## src/rtl/spw_arb_pkg.sv

```systemverilog
// spw_arb_pkg: shared types and character constants for the SpaceWire TX packet arbiter.
package spw_arb_pkg;
  typedef enum logic [1:0] {IDLE, XFER, EEP_INS, FLUSH} arb_state_t;
  localparam logic [8:0] SPW_EOP  = 9'h100;
  localparam logic [8:0] SPW_EEP  = 9'h101;
  localparam logic [2:0] LINK_RUN = 3'd5;
  function automatic logic is_marker(input logic [8:0] c);
    return |(c & SPW_EOP);
  endfunction
endpackage

```

## src/rtl/spw_rr_pick.sv

```systemverilog
// spw_rr_pick: combinational round-robin picker, first request strictly after ptr (wrapping).
module spw_rr_pick #(
  parameter int N  = 4,
  parameter int IW = $clog2(N)
) (
  input  logic [N-1:0]  req,
  input  logic [IW-1:0] ptr,
  output logic [N-1:0]  grant,
  output logic [IW-1:0] idx,
  output logic          any
);
  logic [IW-1:0] j;
  always_comb begin
    any = 1'b0;
    idx = '0;
    j   = '0;
    for (int k = N; k >= 1; k--) begin
      j = IW'((int'(ptr) + k) % N);
      if (req[j]) begin
        any = 1'b1;
        idx = j;
      end
    end
    grant = any ? (N'(1) << idx) : '0;
  end
endmodule

```

## src/rtl/spw_tx_packet_arbiter.sv

```systemverilog
// spw_tx_packet_arbiter: grants whole packets from N sources onto one SpaceWire TX FIFO port,
// inserting EEP on stalled packets and discarding packet tails cut by link loss.
module spw_tx_packet_arbiter
  import spw_arb_pkg::*;
#(
  parameter int N_REQ   = 4,
  parameter int TIMEOUT = 1024
) (
  input  logic               CLOCK,
  input  logic               RESETn,
  input  logic [2:0]         LINK_STATE,
  input  logic               TX_FULL,
  output logic [8:0]         DATA_I,
  output logic               WR_DATA,
  input  logic [N_REQ-1:0]   REQ_VALID,
  input  logic [9*N_REQ-1:0] REQ_DATA,
  output logic [N_REQ-1:0]   REQ_READY,
  output logic [N_REQ-1:0]   GRANT,
  output logic               TIMEOUT_EVT,
  output logic               FLUSH_EVT
);
  localparam int IW = $clog2(N_REQ);
  localparam int CW = $clog2(TIMEOUT);
  localparam logic [CW-1:0] CNT_MAX = CW'(TIMEOUT - 1);
  arb_state_t       state_q, state_d;
  logic [N_REQ-1:0] grant_q, grant_d, pick_grant;
  logic [IW-1:0]    ptr_q, ptr_d, pick_idx;
  logic [CW-1:0]    cnt_q, cnt_d, cnt_inc;
  logic [8:0]       chars [N_REQ];
  logic [8:0]       g_data;
  logic             pick_any, run, g_valid, xfer_rdy, xfer, eep_wr;
  for (genvar i = 0; i < N_REQ; i++) begin : g_chars
    assign chars[i] = REQ_DATA[9*i +: 9];
  end
  spw_rr_pick #(.N(N_REQ)) u_pick (
    .req  (REQ_VALID),
    .ptr  (ptr_q),
    .grant(pick_grant),
    .idx  (pick_idx),
    .any  (pick_any)
  );
  // ptr_q always holds the index of the current owner while a grant is active
  always_comb begin
    run         = LINK_STATE == LINK_RUN;
    g_valid     = REQ_VALID[ptr_q];
    g_data      = chars[ptr_q];
    xfer_rdy    = state_q == XFER && run && !TX_FULL;
    xfer        = xfer_rdy && g_valid;
    eep_wr      = state_q == EEP_INS && run && !TX_FULL;
    cnt_inc     = (cnt_q == CNT_MAX) ? cnt_q : cnt_q + 1'b1;
    REQ_READY   = (xfer_rdy ? grant_q : '0) | (state_q == FLUSH ? grant_q & REQ_VALID : '0);
    WR_DATA     = xfer || eep_wr;
    DATA_I      = xfer ? g_data : eep_wr ? SPW_EEP : '0;
    TIMEOUT_EVT = eep_wr;
    FLUSH_EVT   = state_q == XFER && !run;
    GRANT       = grant_q;
  end
  always_comb begin
    state_d = state_q;
    grant_d = grant_q;
    ptr_d   = ptr_q;
    cnt_d   = cnt_q;
    case (state_q)
      IDLE: if (run && pick_any) begin
        state_d = XFER;
        grant_d = pick_grant;
        ptr_d   = pick_idx;
        cnt_d   = '0;
      end
      XFER: if (!run) state_d = FLUSH;
      else if (xfer) begin
        cnt_d = '0;
        if (is_marker(g_data)) begin
          state_d = IDLE;
          grant_d = '0;
        end
      end else if (!g_valid) begin
        cnt_d   = cnt_inc;
        state_d = (cnt_inc == CNT_MAX) ? EEP_INS : XFER;
      end
      EEP_INS: if (!run || !TX_FULL) begin
        state_d = IDLE;
        grant_d = '0;
        cnt_d   = '0;
      end
      FLUSH: if (g_valid) begin
        cnt_d = '0;
        if (is_marker(g_data)) begin
          state_d = IDLE;
          grant_d = '0;
        end
      end else if (cnt_inc == CNT_MAX) begin
        state_d = IDLE;
        grant_d = '0;
        cnt_d   = '0;
      end else cnt_d = cnt_inc;
      default: state_d = IDLE;
    endcase
  end
  always_ff @(posedge CLOCK or negedge RESETn) begin
    if (!RESETn) begin
      state_q <= IDLE;
      grant_q <= '0;
      ptr_q   <= IW'(N_REQ - 1);
      cnt_q   <= '0;
    end else begin
      state_q <= state_d;
      grant_q <= grant_d;
      ptr_q   <= ptr_d;
      cnt_q   <= cnt_d;
    end
  end
endmodule

```

## config.mk

```make
export PLATFORM = sky130hd
export DESIGN_NAME = spw_tx_packet_arbiter
export DESIGN_NICKNAME = d
export VERILOG_FILES = /design/src/rtl/spw_arb_pkg.sv /design/src/rtl/spw_rr_pick.sv /design/src/rtl/spw_tx_packet_arbiter.sv
export SDC_FILE = /design/constraint.sdc
export NUM_CORES = 1
export LEC_CHECK = 0
export ABC_AREA = 1
export CAP_MARGIN = 20
export CORE_MARGIN = 4
export CORE_UTILIZATION = 44
export DETAILED_ROUTE_END_ITERATION = 16
export PLACE_DENSITY = 0.88
export SYNTH_ARGS = -nofsm -noshare
export SYNTH_HDL_FRONTEND = slang
export SYNTH_SLANG_ARGS = --single-unit
```

## constraint.sdc

```tcl
create_clock -name CLOCK -period 2.01 [get_ports CLOCK]
set_input_delay 0.402 -clock CLOCK [delete_from_list [all_inputs] [get_ports CLOCK]]
set_output_delay 0.402 -clock CLOCK [all_outputs]
set_load 0.01 [all_outputs]
```

==> results of run 1 <==
==> per-layer routing <==
layer / routed length, microns / track usage (%) / part of all wire (%)
met5: 0 / 0 / 0
met4: 299 / 10.9 / 4.0
met3: 771 / 4.38 / 10
met2: 3760 / 49.9 / 50
met1: 2720 / 29.6 / 36
==> placed cells by master (no fill, tap or decap), types with 3 or more instances in the layout <==
master	n
a21oi_1	3
a22oi_1	8
a31oi_1	7
buf_2	12
buf_4	61
buf_6	4
clkbuf_8	4
clkdlybuf4s50_1	41
dfrtp_1	16
dlygate4sd2_1	8
inv_1	30
inv_2	6
nand2_1	101
nand2_2	22
nand2_4	8
nand3_1	34
nand3_2	5
nand3_4	3
nand4_1	4
nor2_1	23
nor2_2	7
nor2_4	3
o21ai_0	5
o21ai_1	9
==> worst max-delay path, delay by kind of cell (launching register included) <==
family | cells | cell delay [ps]
DFF | 1 | 570
buffers and inverters | 5 | 530
and+or+nand+nor | 5 | 450
==> how the worst max path moves through the flow <==
| stage | end | from |
|---|---|---|
| global route | GRANT[0]$_DFFE_PN0P_ | ptr_q[0]$_DFFE_PN1P_ |
| global placement | DATA_I[2] | LINK_STATE[2] |
| detailed placement | DATA_I[5] | LINK_STATE[2] |
| floorplan | DATA_I[1] | ptr_q[0]$_DFFE_PN1P_ |
| finish | WR_DATA | ptr_q[0]$_DFFE_PN1P_ |
| CTS | DATA_I[5] | ptr_q[0]$_DFFE_PN1P_ |
==> through the flow <==
step | cell area (sq um) | hold slack (ps) | util (%) | std cells
finish | 3270 | 480 | 79.9 | 500
global route | 3270 | 493 | 79.9 | 500
CTS | 3170 | 482 | 77.7 | 498
detailed placement | 3000 | 536 | 73.3 | 482
global placement | 3000 | 523 | 73.3 | 482
floorplan | 1900 | 106 | - | 317
==> where the power goes <==
part	total, mW	switching, mW	internal (mW)	leakage [nW]
Clock	0.294	0.120	0.174	0.0288
Sequential	0.568	0.0965	0.471	0.235
Combinational	3.20	1.77	1.43	1.37
==> registers in the layout (all words and copies together) (netlist names) <==
signal   flops
GRANT        4
ptr_q        2
cnt_q       10
state_q      2
==> cell families after synthesis <==
kind of cell | synth area share (%)
buffers and inverters | 9.82
AOI/OAI and AO/OA | 11.9
adders and majority gates | 0.659
DFF | 23.8
xor gates and xnor gates | 0.922
and+or+nand+nor | 52.8
==> final cells by class <==
class,instances,area [sq um],share of cell area (%)
timing repair buffer,131,1120,34.2
multi-input combinational,255,1410,43.0
sequential,18,453,13.9
timing repair inverter,1,7.51,0.230
inverter,41,164,5.02
tap,50,62.6,1.91
clock buffer,4,55.1,1.69
==> timing repair <==
action / 4_1_cts / 5_1_grt
pin swaps: 11 / 9
gates cloned: 1 / 0
gates resized for setup: 103 / 23
setup buffers: 12 / 2
setup endpoints to repair: 30 / 31
==> summary.md, run 1 <==
| Metric | Value |
|---|---|
| Share of the synthesized area in the top cell type | `24.5%` |
| Routed Antenna Nets | `0` |
| Worst-path cell chain | `inv_4 > nand2_4 > nand3_2 > nand2_2 > inv_2 > nor2_4 > clkinvlp_4 > buf_4 > nand2_2 > buf_6` |
| Setup TNS | `-3280 ps` |
| Required time of the critical path | `1610 ps` |
| Post-CTS Hold Buffers | `0` |
| Asr flop ratio synth | `100%` |
| Mapped Area | `1900 sq um` |
| Status | `finished with violations` |
| Synth-to-layout area growth | `72.0%` |
| Cell taking the most area after synthesis | `nand2_1` |
| Fin worst setup slack | `-192 ps` |
| DIE AREA | `5430 sq um` |
| Mean Syn Cell Area | `5.99 sq um` |
| R2R setup slack | `-150 ps` |
| Ratio of cells with drive above 1 in the final layout | `33.6%` |
| Die H | `73.7 microns` |
| Worst-Skew Late Latency | `250 ps` |
| CTS tree | `done` |
| Max Root-Sink Buffers | `2` |
| Register-to-Register Path Depth | `14` |
| CTS clk-pin slew, worst paths | `70 ps` |
| Max-Cap Viols | `0` |
| Minimum clock period | `2200 ps` |
| Tcrit/Tclk final | `110%` |
| RR Startpoint | `ptr_q[0]$_DFFE_PN1P_` |
| Io pins | `66` |
| Highest Clock Rate | `454 MHz` |
| Gpl congestion | `0.892` |
| Routed WL | `7550 microns` |
| Grt ovf | `0` |
| Die Wd | `73.7 microns` |
| Drt first pass iters | `5` |
| Post-synth top cells | `nand2_1 (124), nand3_1 (38), inv_1 (35)` |
| Sequential fraction of the synthesis area | `23.8%` |
| Vias/cell | `5.48` |
| CP Max Fanout | `5` |
| Failing checks | `setup timing` |
| Synthesized net count | `364` |
| Final Hold Fails | `0` |
| Worst setup SP type | `flip-flop` |
| IO Port Bufs | `65` |
| Count of flip-flops with a built-in enable after synthesis | `0` |
| Post-Synthesis Cells | `317` |
| Max Clock Skew | `5.56 ps` |
| Data arrival time of the critical path | `1800 ps` |
| Worst setup path class | `reg2out` |
| CTS root buffer | `clkbuf_8` |
| Synth area leaders | `nand2_1 (25%), dfrtp_1 (21%), nand3_1 (10%)` |
| Clk sink count | `18` |
| Maximum VDD drop | `1010 uV` |
| Post-detail-place hpwl | `5330 microns` |
| Inserted Clock Buffers | `3` |
| Setup WS pre-CTS | `-748 ps` |
| Synthesized flop and latch total | `18` |
| Antenna violations before repair | `0` |
| Tot GR Track Use | `26.8%` |
| Ant diodes | `0` |
| DRC Markers | `0` |
| Global-route wire length before repair | `11,700 microns` |
| Pwr per Cell Area | `1240 nW/um^2` |
| Total Nets Final | `498` |
| Vias | `2,741` |
| Initial drt markers | `212` |
| Leak pwr | `1.64 nW` |
| Least-Margin Pin Slew | `247 ps` |
| Core area | `4090 sq um` |
| Normalized max-slew margin | `83.4%` |
| Hold/Removal Path Class | `in2async` |
| Count leader, synth | `nand2_1` |
| Worst Setup End Kind | `output port` |
| Syn. warnings | `0` |
| Number of global-route vias before repair | `2,705` |
| Starting Density | `46.5%` |
| CTS H-tree lvls | `1` |
| Fillcell total | `278` |
| Pin count of the biggest net entering global routing | `19` |
| Final setup violation count | `26` |
| Count of cell types in the netlist | `32` |
| Crit-path max cell delay | `570 ps` |
| Most common cell on crit path | `nand2_2` |
| Predominant post-synthesis flop cell | `dfrtp_1` |
| # rows | `23` |
| Slowest CP cell | `dfstp_2` |
| Max-slew violation count | `0` |
| Wire per inst | `15.1 microns` |
| Worst r2r dst | `GRANT[1]$_DFFE_PN0P_` |
| Unrepaired setup endpoints after global routing | `yes` |
| Pwr Total | `4.06 mW` |
Power figures use the tool's default switching activity.
==> inputs of run 2 (changes only) <==
--- a/config.mk
+++ b/config.mk
@@ -14,3 +14,4 @@
 export SYNTH_ARGS = -nofsm -noshare
 export SYNTH_HDL_FRONTEND = slang
 export SYNTH_SLANG_ARGS = --single-unit
+export TNS_END_PERCENT = 1
==> summary.md, run 2 (synthesized netlist as in run 1, its figures left out) <==
| Metric | Value |
|---|---|
| Status | `finished with violations` |
| Failing checks | `setup timing` |
| Total Nets Final | `495` |
| Gpl congestion | `0.892` |
| Minimum clock period | `2180 ps` |
| Max-slew violation count | `0` |
| Global-route wire length before repair | `11,400 microns` |
| Hold/Removal Path Class | `in2async` |
| Io pins | `66` |
| Commonest cells after routing, fill and taps aside | `nand2_1 (108), buf_4 (59), clkdlybuf4s50_1 (41), nand3_1 (33), inv_1 (30)` |
| Fillcell total | `288` |
| Max Root-Sink Buffers | `2` |
| Tot GR Track Use | `26.0%` |
| CTS H-tree lvls | `1` |
| Pwr Total | `3.85 mW` |
| Worst Setup End Kind | `output port` |
| Final Hold Fails | `0` |
| Wire per inst | `15.1 microns` |
| Vias/cell | `5.31` |
| Worst r2r dst | `cnt_q[3]$_DFFE_PN0P_` |
| Data arrival time of the critical path | `1780 ps` |
| Number of global-route vias before repair | `2,659` |
| Required time of the critical path | `1610 ps` |
| Pin count of the biggest net entering global routing | `19` |
| Die H | `73.7 microns` |
| Max reg flops | `10` |
| Starting Density | `46.5%` |
| Setup WS pre-CTS | `-748 ps` |
| # rows | `23` |
| Die Wd | `73.7 microns` |
| Normalized max-slew margin | `83.5%` |
| IO Port Bufs | `65` |
| Routed Antenna Nets | `0` |
| Synth-to-layout area growth | `68.5%` |
| Leak pwr | `1.61 nW` |
| Fin worst setup slack | `-169 ps` |
| Ratio of cells with drive above 1 in the final layout | `32.4%` |
| Unrepaired setup endpoints after global routing | `yes` |
| Least-Margin Pin Slew | `246 ps` |
| Routed WL | `7490 microns` |
| CP Max Fanout | `5` |
| Highest Clock Rate | `459 MHz` |
| Grt ovf | `0` |
| CTS tree | `done` |
| Drt first pass iters | `4` |
| Ant diodes | `0` |
| Inserted Clock Buffers | `3` |
| Post-detail-place hpwl | `5330 microns` |
| Antenna violations before repair | `0` |
| CP startpoint | `ptr_q[0]$_DFFE_PN1P_` |
| Pwr per Cell Area | `1200 nW/um^2` |
| Initial drt markers | `167` |
| Register-to-Register Path Depth | `14` |
| Worst setup SP type | `flip-flop` |
| R2R setup slack | `-150 ps` |
| Maximum VDD drop | `1050 uV` |
| Max-Cap Viols | `0` |
| RR Startpoint | `ptr_q[0]$_DFFE_PN1P_` |
| Tcrit/Tclk final | `108%` |
| DIE AREA | `5430 sq um` |
| Final setup violation count | `25` |
| Worst setup path class | `reg2out` |
| Worst-Skew Late Latency | `250 ps` |
| Clk sink count | `18` |
| CP endpoint | `DATA_I[5]` |
| Utilization after layout | `78.3%` |
| DRC Markers | `0` |
| Core area | `4090 sq um` |
| Max Clock Skew | `4.14 ps` |
| Vias | `2,640` |
| CTS root buffer | `clkbuf_8` |
| Most common cell after layout, fill and taps aside | `nand2_1` |
| CTS clk-pin slew, worst paths | `70 ps` |
| Largest reg by FF count | `cnt_q` |
==> run 2: how the worst min path moves through the flow <==
stage	startpoint	to	slack (ps)
floorplan	RESETn	GRANT[0]$_DFFE_PN0P_	110
global placement	GRANT[3]$_DFFE_PN0P_	GRANT[3]$_DFFE_PN0P_	520
detailed placement	GRANT[3]$_DFFE_PN0P_	GRANT[3]$_DFFE_PN0P_	540
CTS	RESETn	cnt_q[4]$_DFFE_PN0P_	480
global route	RESETn	cnt_q[4]$_DFFE_PN0P_	490
finish	RESETn	GRANT[2]$_DFFE_PN0P_	480
==> run 2: worst max-delay path, cell delays in order, from the launching register on <==
cell and delay, ps:
dfstp_2 570, inv_4 60, nand2_2 80, nand3_2 70
nand2_2 90, inv_2 60, nor2_4 140, clkinvlp_4 130
a31oi_1 180, buf_2 160
==> run 2: repair_timing <==
| action | in CTS | in global routing |
|---|---|---|
| cloned | 1 | 1 |
| gates resized for setup | 90 | 26 |
| setup buffers | 6 | 4 |
| pin swaps | 10 | 13 |
| setup endpoints to repair | 30 | 30 |
| hold buffers | 0 | 0 |
==> run 2: power breakdown <==
group          switching, mW  leakage, nW  internal [mW]
clock network          0.118       0.0288          0.174
logic                   1.69         1.34           1.29
registers             0.0998        0.235          0.472
==> run 2: area by class of cell <==
class	instances	area (sq um)	share of cell area (%)
clock buffer	4	55.1	1.72
inverter	41	164	5.12
multi-input combinational	255	1390	43.4
sequential	18	453	14.2
tap	50	62.6	1.95
timing repair buffer	127	1070	33.3
timing repair inverter	2	12.5	0.391
==> run 2: metal layers <==
layer	vias up	global-route usage (%)	share of wire, %
met3	22	3.97	9.5
li1	1287	-	-
met1	1205	29.0	36
met5	-	0	0
met2	126	49.0	52
met4	0	9.46	3.0
==> run 2: stage by stage <==
step                      instance area [sq um]  instances  hold WS, ps  setup TNS, ps
after global placement                     3000        482          523         -12960
after floorplan                            1900        317          106              0
after detailed placement                   3000        482          536         -14910
after global routing                       3200        497          489          -4640
after CTS                                  3090        493          482          -1470
final                                      3200        497          480          -2380
==> inputs of run 3 (changes only) <==
--- a/config.mk
+++ b/config.mk
@@ -5,12 +5,13 @@
 export SDC_FILE = /design/constraint.sdc
 export NUM_CORES = 1
 export LEC_CHECK = 0
-export ABC_AREA = 1
+export ABC_AREA = 0
 export CAP_MARGIN = 20
 export CORE_MARGIN = 4
 export CORE_UTILIZATION = 44
 export DETAILED_ROUTE_END_ITERATION = 16
-export PLACE_DENSITY = 0.88
+export GPL_TIMING_DRIVEN = 0
+export PLACE_DENSITY = 0.9
 export SYNTH_ARGS = -nofsm -noshare
 export SYNTH_HDL_FRONTEND = slang
 export SYNTH_SLANG_ARGS = --single-unit
==> summary.md, run 3 <==
| Metric | Value |
|---|---|
| Status | `finished with violations` |
| Failing checks | `setup timing` |
| Count of flip-flops with a built-in enable after synthesis | `0` |
| Post-Synthesis Cells | `200` |
| Share of the synthesized area in the top cell type | `23.4%` |
| Initial drt markers | `273` |
| CTS clk-pin slew, worst paths | `70 ps` |
| Worst Setup End Kind | `output port` |
| Pwr per Cell Area | `909 nW/um^2` |
| Max Root-Sink Buffers | `2` |
| Syn. warnings | `0` |
| Vias/cell | `6.21` |
| Global-route wire length before repair | `9350 microns` |
| Slowest CP cell | `dfstp_2` |
| IO Port Bufs | `65` |
| Synth-to-layout area growth | `57.2%` |
| Count leader, synth | `nand2_1` |
| CTS tree | `done` |
| Post-synth top cells | `nand2_1 (31), dfrtp_1 (16), a21oi_1 (12)` |
| Drt first pass iters | `5` |
| Tot GR Track Use | `23.3%` |
| Tcrit/Tclk final | `119%` |
| Leak pwr | `1.16 nW` |
| Synthesized flop and latch total | `18` |
| Worst path bufs/invs | `2` |
| Number of global-route vias before repair | `1,914` |
| Routed WL | `6080 microns` |
| Most common cell after layout, fill and taps aside | `clkdlybuf4s50_1` |
| Predominant post-synthesis flop cell | `dfrtp_1` |
| Starting Density | `46.1%` |
| Synth area leaders | `dfrtp_1 (23%), mux4_2 (13%), nand2_1 (6.8%)` |
| Antenna violations before repair | `0` |
| Die H | `70.4 microns` |
| Post-detail-place hpwl | `4190 microns` |
| Final setup violation count | `31` |
| Inserted Clock Buffers | `3` |
| Final Non-Filler Cells | `326` |
| Worst-path cell chain | `mux4_2 > nor3b_4 > buf_6 > and3_4 > buf_6` |
| Commonest cells after routing, fill and taps aside | `clkdlybuf4s50_1 (45), nand2_1 (30), dfrtp_1 (14)` |
| Synthesized net count | `247` |
| Maximum VDD drop | `810 uV` |
| Cell taking the most area after synthesis | `dfrtp_1` |
| Crit-path max cell delay | `570 ps` |
| Unrepaired setup endpoints after global routing | `yes` |
| Total Nets Final | `326` |
| Fillcell total | `261` |
| Max Clock Skew | `2.09 ps` |
| Post-CTS Hold Buffers | `0` |
| Normalized max-slew margin | `44.2%` |
| Required time of the critical path | `1610 ps` |
| Worst setup path class | `reg2out` |
| Max-Cap Viols | `0` |
| Utilization after layout | `72.5%` |
| Ratio of cells with drive above 1 in the final layout | `30.6%` |
| Min Hold Slack | `525 ps` |
| DIE AREA | `4960 sq um` |
| Fin worst setup slack | `-383 ps` |
| Largest reg by FF count | `cnt_q` |
| Die Wd | `70.4 microns` |
| Vias | `2,026` |
| DRC Markers | `0` |
| CTS H-tree lvls | `1` |
| Wire per inst | `18.6 microns` |
| Setup TNS | `-7460 ps` |
| Hold/Removal Path Class | `reg2reg` |
| Ant diodes | `0` |
| Worst-Skew Late Latency | `260 ps` |
| Sequential fraction of the synthesis area | `26.4%` |
| # rows | `22` |
| Asr flop ratio synth | `100%` |
| Mapped Area | `1710 sq um` |
| Pwr Total | `2.45 mW` |
| Highest Clock Rate | `418 MHz` |
| Gpl congestion | `0.906` |
| Data arrival time of the critical path | `1990 ps` |
| Count of cell types in the netlist | `56` |
| Max-slew violation count | `0` |
| Minimum clock period | `2390 ps` |
| Kind of cell adding the most delay to the critical path | `flip-flops` |
| Most common cell on crit path | `buf_6` |
| CP Max Fanout | `4` |
| Core area | `3720 sq um` |
| Grt ovf | `0` |
| Final Hold Fails | `0` |
| Max reg flops | `10` |
| Routed Antenna Nets | `0` |
| Io pins | `66` |
| Placed instance count | `313` |
| Least-Margin Pin Slew | `834 ps` |
| Worst setup SP type | `flip-flop` |
| CTS root buffer | `clkbuf_8` |
| Clk sink count | `18` |
| Pin count of the biggest net entering global routing | `19` |
| Mean Syn Cell Area | `8.57 sq um` |
[run 3: changes by cell type after synthesis, sizes merged, moves of 4 or more]
cell    before  now
a21oi        3   12
a22o         0    4
a22oi        8    2
a31oi        7    3
and2         1    5
and3         0   10
buf          3    7
clkbuf       0    7
inv         38    7
mux4         0   10
nand2      132   31
nand3       42    8
nor2        34   10
o21ai       14    6
[run 3: cell type report]
cell class / instances / area, sq um / area share [%]
repair buffers: 76 / 728 / 27.0
flip-flops and latches: 18 / 455 / 16.9
inverters: 7 / 26.3 / 0.975
well taps: 48 / 60.1 / 2.23
clock buffers: 4 / 55.1 / 2.04
multi-input cells: 161 / 1270 / 47.1
plain buffers: 12 / 98.8 / 3.67
[run 3: final timing paths]
kind / end / start / slack (ps) / cells after the start
setup / recovery: DATA_I[5] / ptr_q[0]$_DFFE_PN1P_ / -380 / 5
min in group asynchronous: cnt_q[9]$_DFFE_PN0P_ / RESETn / 610 / 1
max in group asynchronous: cnt_q[1]$_DFFE_PN0P_ / RESETn / 830 / 1
setup reg to reg: state_q[0]$_DFFE_PN0P_ / ptr_q[0]$_DFFE_PN1P_ / -350 / 7
hold reg to reg: GRANT[0]$_DFFE_PN0P_ / GRANT[0]$_DFFE_PN0P_ / 520 / 1
hold / removal: GRANT[0]$_DFFE_PN0P_ / GRANT[0]$_DFFE_PN0P_ / 520 / 1
[run 3: logic make-up after synthesis]
kind of cell | Yosys count | share of synthesized area (%)
simple gates | 93 | 29.4
flops | 18 | 26.4
buf+inv | 21 | 5.11
fa+ha+maj | 1 | 0.730
compound gates | 54 | 23.4
xor+xnor | 1 | 0.511
mux | 12 | 14.4
[run 3: timing repair]
| item | 4_1_cts | 5_1_grt |
|---|---|---|
| gates resized for setup | 103 | 21 |
| endpoints found under the setup margin | 32 | 31 |
| pin swaps | 4 | 4 |
| setup buffers | 10 | 1 |
| hold endpoints to repair | 0 | 0 |
[run 3: stage by stage]
stage,instance area (sq um),setup WS (ps)
2_1_floorplan,1720,-111
6_report,2690,-383
3_5_place_dp,2430,-1020
4_1_cts,2630,-352
5_1_grt,2690,-423
3_3_place_gp,2430,-989
[run 3: layer usage]
layer | track usage (%) | up-vias | share of wire, %
met5 | 0 | - | 0
met4 | 6.81 | 0 | 3.1
met2 | 38.3 | 112 | 49
met1 | 32.2 | 975 | 41
li1 | - | 924 | -
met3 | 2.59 | 15 | 6.9
[run 3: where the power goes]
part	internal (mW)	leakage (nW)	switching (mW)
Clock	0.175	0.0288	0.138
Sequential	0.451	0.234	0.119
Combinational	0.787	0.892	0.778
Total	1.41	1.16	1.03
